### config.mk
export PLATFORM = sky130hd
export DESIGN_NAME = fifo_wr_rr_arbiter
export DESIGN_NICKNAME = d
export VERILOG_FILES = /design/src/rtl/fifo_wr_rr_arbiter.sv
export SDC_FILE = /design/constraint.sdc
export NUM_CORES = 1
export LEC_CHECK = 0
export ABC_AREA = 1
export CAP_MARGIN = 20
export CORE_MARGIN = 8
export CORE_UTILIZATION = 39
export DETAILED_ROUTE_END_ITERATION = 10
export PLACE_DENSITY = 0.77
export SKIP_LAST_GASP = 1
export SLEW_MARGIN = 20
export SYNTH_ARGS = -nofsm -noshare
export SYNTH_HDL_FRONTEND = slang
export SYNTH_SLANG_ARGS = --single-unit
### constraint.sdc
create_clock -name clk -period 1.7 [get_ports clk]
set_input_delay 0.34 -clock clk [delete_from_list [all_inputs] [get_ports clk]]
set_output_delay 0.34 -clock clk [all_outputs]
set_load 0.02 [all_outputs]
### src/rtl/fifo_wr_rr_arbiter.sv
// ---------------------------------------------------------------------------
// fifo_wr_rr_arbiter
//   Shares the single write port of one synchronous FIFO between NUM_REQ
//   requesters. Ownership is handed out round-robin. An owner keeps the port
//   until it sends a beat flagged with req_last, reaches MAX_BURST beats, or
//   presents no valid beat. Each release costs one IDLE cycle.
//
// Ports
//   clk           clock, rising edge
//   rst           asynchronous, active-high reset
//   req_valid     per-requester beat valid
//   req_last      per-requester end-of-packet (qualified by req_valid)
//   req_data      requester i data at [i*DATA_WIDTH +: DATA_WIDTH]
//   req_ready     per-requester ready; a beat moves when valid && ready
//   fifo_full     FIFO full flag; no write is issued while high
//   fifo_wr_cs    FIFO write chip select (identical to fifo_wr_en)
//   fifo_wr_en    FIFO write enable, one beat per high cycle
//   fifo_data_in  FIFO write data (0 while not busy)
//   grant_id      index of the current owner (meaningful while busy)
//   busy          high while a requester owns the write port
// ---------------------------------------------------------------------------
module fifo_wr_rr_arbiter #(
  parameter int NUM_REQ    = 4,
  parameter int DATA_WIDTH = 8,
  parameter int MAX_BURST  = 4,
  localparam int IDW       = (NUM_REQ > 1) ? $clog2(NUM_REQ) : 1
) (
  input  logic                          clk,
  input  logic                          rst,
  input  logic [NUM_REQ-1:0]            req_valid,
  input  logic [NUM_REQ-1:0]            req_last,
  input  logic [NUM_REQ*DATA_WIDTH-1:0] req_data,
  output logic [NUM_REQ-1:0]            req_ready,
  input  logic                          fifo_full,
  output logic                          fifo_wr_cs,
  output logic                          fifo_wr_en,
  output logic [DATA_WIDTH-1:0]         fifo_data_in,
  output logic [IDW-1:0]                grant_id,
  output logic                          busy
);

  localparam int CW = $clog2(MAX_BURST + 1);

  typedef enum logic {
    IDLE  = 1'b0,
    BURST = 1'b1
  } state_e;

  state_e         state_q, state_d;
  logic [IDW-1:0] grant_q, grant_d;
  logic [IDW-1:0] rr_ptr_q, rr_ptr_d;
  logic [CW-1:0]  beat_cnt_q, beat_cnt_d;

  // Unpack the flat data bus so the owner's slice is a plain array select.
  logic [DATA_WIDTH-1:0] req_data_arr [NUM_REQ];

  for (genvar gi = 0; gi < NUM_REQ; gi++) begin : g_req
    assign req_data_arr[gi] = req_data[gi*DATA_WIDTH +: DATA_WIDTH];
    assign req_ready[gi]    = busy && !fifo_full && (grant_q == IDW'(gi));
  end

  logic                  owner_valid;
  logic                  owner_last;
  logic [DATA_WIDTH-1:0] owner_data;
  logic                  xfer;
  logic                  last_beat;

  assign busy        = (state_q == BURST);
  assign owner_valid = req_valid[grant_q];
  assign owner_last  = req_last[grant_q];
  assign owner_data  = req_data_arr[grant_q];
  assign xfer        = busy && owner_valid && !fifo_full;
  // beat_cnt counts beats already written in this grant, so the beat being
  // written now is the last allowed one when the count reaches MAX_BURST-1.
  assign last_beat   = (beat_cnt_q == CW'(MAX_BURST - 1));

  assign fifo_wr_en   = xfer;
  assign fifo_wr_cs   = xfer;
  assign fifo_data_in = busy ? owner_data : '0;
  assign grant_id     = grant_q;

  // Round-robin search: first valid requester starting at rr_ptr, wrapping.
  logic           found;
  logic [IDW-1:0] pick;
  logic [IDW:0]   cand_sum;

  always_comb begin
    found    = 1'b0;
    pick     = '0;
    cand_sum = '0;
    for (int k = 0; k < NUM_REQ; k++) begin
      cand_sum = {1'b0, rr_ptr_q} + (IDW+1)'(k);
      if (cand_sum >= (IDW+1)'(NUM_REQ)) begin
        cand_sum = cand_sum - (IDW+1)'(NUM_REQ);
      end
      if (!found && req_valid[cand_sum[IDW-1:0]]) begin
        found = 1'b1;
        pick  = cand_sum[IDW-1:0];
      end
    end
  end

  // Pointer value after the current owner releases: owner + 1, wrapping.
  logic [IDW:0]   next_sum;
  logic [IDW-1:0] grant_next;

  always_comb begin
    next_sum   = {1'b0, grant_q} + (IDW+1)'(1);
    grant_next = next_sum[IDW-1:0];
    if (next_sum >= (IDW+1)'(NUM_REQ)) begin
      grant_next = '0;
    end
  end

  always_ff @(posedge clk or posedge rst) begin
    if (rst) begin
      state_q    <= IDLE;
      grant_q    <= '0;
      rr_ptr_q   <= '0;
      beat_cnt_q <= '0;
    end else begin
      state_q    <= state_d;
      grant_q    <= grant_d;
      rr_ptr_q   <= rr_ptr_d;
      beat_cnt_q <= beat_cnt_d;
    end
  end

  always_comb begin
    state_d    = state_q;
    grant_d    = grant_q;
    rr_ptr_d   = rr_ptr_q;
    beat_cnt_d = beat_cnt_q;
    case (state_q)
      IDLE: begin
        if (found) begin
          grant_d    = pick;
          beat_cnt_d = '0;
          state_d    = BURST;
        end
      end
      BURST: begin
        if (!owner_valid) begin
          // Owner has nothing to send: give the port up without writing.
          state_d  = IDLE;
          rr_ptr_d = grant_next;
        end else if (xfer) begin
          beat_cnt_d = beat_cnt_q + CW'(1);
          if (owner_last || last_beat) begin
            state_d  = IDLE;
            rr_ptr_d = grant_next;
          end
        end
        // fifo_full with a valid owner: stall, grant and count held.
      end
      default: begin
        state_d = IDLE;
      end
    endcase
  end

endmodule

==> flow_summary.yaml <==
outcome:
  status: "complete, but fails checks"
  violations: "negative setup slack"
floorplanning:
  die_h_um: 69.50
  ios: 60
  num_rows: 19
  die_area_um2: 4830
  start_util_pct: 40.82
  core-area_um2: 2734
  die_w_um: 69.50
timing:
  rsz0062_at_grt: "true"
  setup_slack_ns: -0.07523
  max-slew-margin-rel_pct: 79.57
  hold_violations: 0
  max_freq_ghz: 0.5633
  setup_violations: 12
  worst_pin_slew_ns: 0.3061
  fin_crit_ns: 1.775
  tns_ns: -0.5754
  min_period_over_period_pct: 104.4
  slew_viol_final: 0
  finClkSkew_ns: 0.001911
drt:
  detail_route.wl_per_cell_um: 13.74
  ant_nets: 0
  viasPerCell: 5.007
  totalWireLength_um: 4191
  vias: 1527
  drt_iter0_markers: 122
  dr.pass1.iters: 4
  drc: 0
  routed.top_layer: "met3"
  wl_met2_um: 2258
  routedLengthMet1_um: 1744
  wl_met3_um: 189
placement:
  hpwl_um: 3163
  placed_area_um2: 1884
  globalplace.congestion: 0.8749
  portBuffers: 59
global_route:
  grt_pass1_vias: 1477
  grt_pass1_wl_um: 6775
  grt-ovfl-total: 0
  track_usage_pct: 16.22
  antenna_found_initial: 0
  grt_max_degree: 17
power:
  p_leak_nw: 0.9782
  total_power_w: 0.003658
  power_density_nw_per_um2: 1806
  ir_drop_v: 0.001542
finish:
  fin_util_pct: 74.10
  synthToLayoutAreaGrowth_pct: 81.50
  num_antenna_cells: 0
  final_area_um2: 2026
  drive_gt1_share_pct: 36.13
  nets: 325
synth:
  synth_seq_cells: 8
  postSynthAreaPerCell_um2: 5.665
  seq_area_frac_synth_pct: 17.94
  synth_warnings: 0
  synth_cell_types: 21
  synthesis.area_um2: 1116
  synthCells: 197
  synth_nets: 246
critical_path:
  rr_startpoint: "grant_id[0]"
  worstPathMaxFanout: 5
  worstPathRequired_ns: 1.36
  startpoint: "grant_id[0]"
  start_kind: "flop"
  critPathCapture: "fifo_wr_en"
  reg2reg_to: "rr_ptr_q[0]"
  arrival_ns: 1.44
  ff2ff_setup_slack_ns: 0.16
  worstSetupEndpointType: "primary output"
  crit_type: "reg -> out"
  worst_r2r_path_depth: 12
clocking:
  cts_tree: "yes"
  cts.htree.levels: 1
  root_buffer: "clkbuf_4"
  clock_sinks: 8
  hold_buffers: 0
  clk_path_buf_depth: 2
  insertion_delay_ns: 0.26
  clk_pin_slew_worst_paths_ns: 0.06
  cts_inserted_buffers: 3
min_path:
  hp-class: "in -> async"
run:
  drv_cap: 0
[synthesized netlist by cell type]
library cell	number	area share [%]
a21boi_0	1	0.67
a21oi_1	12	5.4
buf_2	5	2.2
buf_4	1	0.67
buf_6	1	1.0
clkbuf_1	1	0.34
clkbuf_8	1	1.2
dfrtp_1	8	18
ha_1	6	6.7
inv_1	19	6.4
inv_2	4	1.3
nand2_1	52	17
nand2_2	6	3.4
nand2_4	2	2.0
nand3_1	9	4.0
nand3_2	4	3.6
nand4_1	1	0.56
nor2_1	38	13
nor2_4	1	1.0
o21ai_0	22	9.9
o21ai_1	3	1.3
[registers in the layout, indices dropped and copies added (netlist names)]
name and count:
rr_ptr_q 2, busy 1, beat_cnt_q 3, grant_id 2
[report_power, final]
part | switching (W) | internal [W] | leakage [nW] | total (W)
Combinational | 0.00174 | 0.00136 | 0.868 | 0.00310
Sequential | 0.000126 | 0.000282 | 0.0966 | 0.000408
Clock | 0.0000691 | 0.0000811 | 0.0138 | 0.000150
Total | 0.00193 | 0.00172 | 0.978 | 0.00366
[cells in the final DEF (no fill, tap or decap), types with 4 or more instances in the layout]
cell / netlist / routed
buf_4: 1 / 22
inv_2: 4 / 9
a21oi_2: 0 / 8
a21oi_1: 12 / 4
buf_6: 1 / 15
ha_1: 6 / 5
nand3_2: 4 / 4
o21ai_0: 22 / 5
o21ai_1: 3 / 17
nor2_1: 38 / 21
nand3_1: 9 / 9
inv_1: 19 / 13
nor2_2: 0 / 15
nand2_2: 6 / 9
nand2_1: 52 / 49
dfrtp_1: 8 / 5
clkdlybuf4s50_1: 0 / 41
dlygate4sd2_1: 0 / 4
[worst max-delay path, cell delays in order, from the launching register on]
cell     delay [ns]
dfrtp_2        0.44
inv_2          0.10
a21oi_1        0.14
o21ai_0        0.13
nand2_2        0.11
nand2_2        0.07
inv_2          0.07
buf_6          0.12
[area by class of cell]
class	instances	area, µm²
Clock buffer	3	22.52
Sequential cell	8	203.9
Timing Repair Buffer	83	799.5
Fill cell	229	708.2
Multi-Input combinational cell	157	872.1
Inverter	23	88.84
Tap cell	31	38.79
[per-layer routing]
metal,global-route usage (%),up-vias
met5,0,-
met2,30.12,30
met1,18.89,721
met3,3.577,0
li1,-,776
met4,1.367,0
[cell families after synthesis]
family	Yosys count	share of synthesized area (%)
simple gates	113	44.84
compound gates	38	17.27
buf+inv	32	13.23
flops	8	17.94
fa+ha+maj	6	6.726
[metrics by stage]
| step | std cells | hold slack, ns | setup slack (ns) |
|---|---|---|---|
| 2_1_floorplan | 197 | 0.1555 | 0.01887 |
| 3_3_place_gp | 298 | 0.4802 | -0.6033 |
| 3_5_place_dp | 298 | 0.4812 | -0.5999 |
| 4_1_cts | 303 | 0.3413 | -0.05986 |
| 5_1_grt | 305 | 0.3571 | -0.1608 |
| 6_report | 305 | 0.3323 | -0.07523 |
[how the worst min path moves through the flow]
stage                     slack (ns)           from       endpoint
after global placement          0.48  beat_cnt_q[0]  beat_cnt_q[0]
after floorplan                 0.16            rst  beat_cnt_q[0]
after global routing            0.36            rst    rr_ptr_q[1]
final                           0.33            rst           busy
after detailed placement        0.48  beat_cnt_q[0]  beat_cnt_q[0]
after CTS                       0.34            rst    rr_ptr_q[1]
[timing repair]
| item | in CTS | in global routing |
|---|---|---|
| setup buffers | 1 | 2 |
| gates cloned | 1 | 0 |
| setup endpoints to repair | 16 | 20 |
| pin swaps | 12 | 11 |
| resized for setup | 105 | 33 |
No activity file was read; power rests on OpenSTA's default activity.
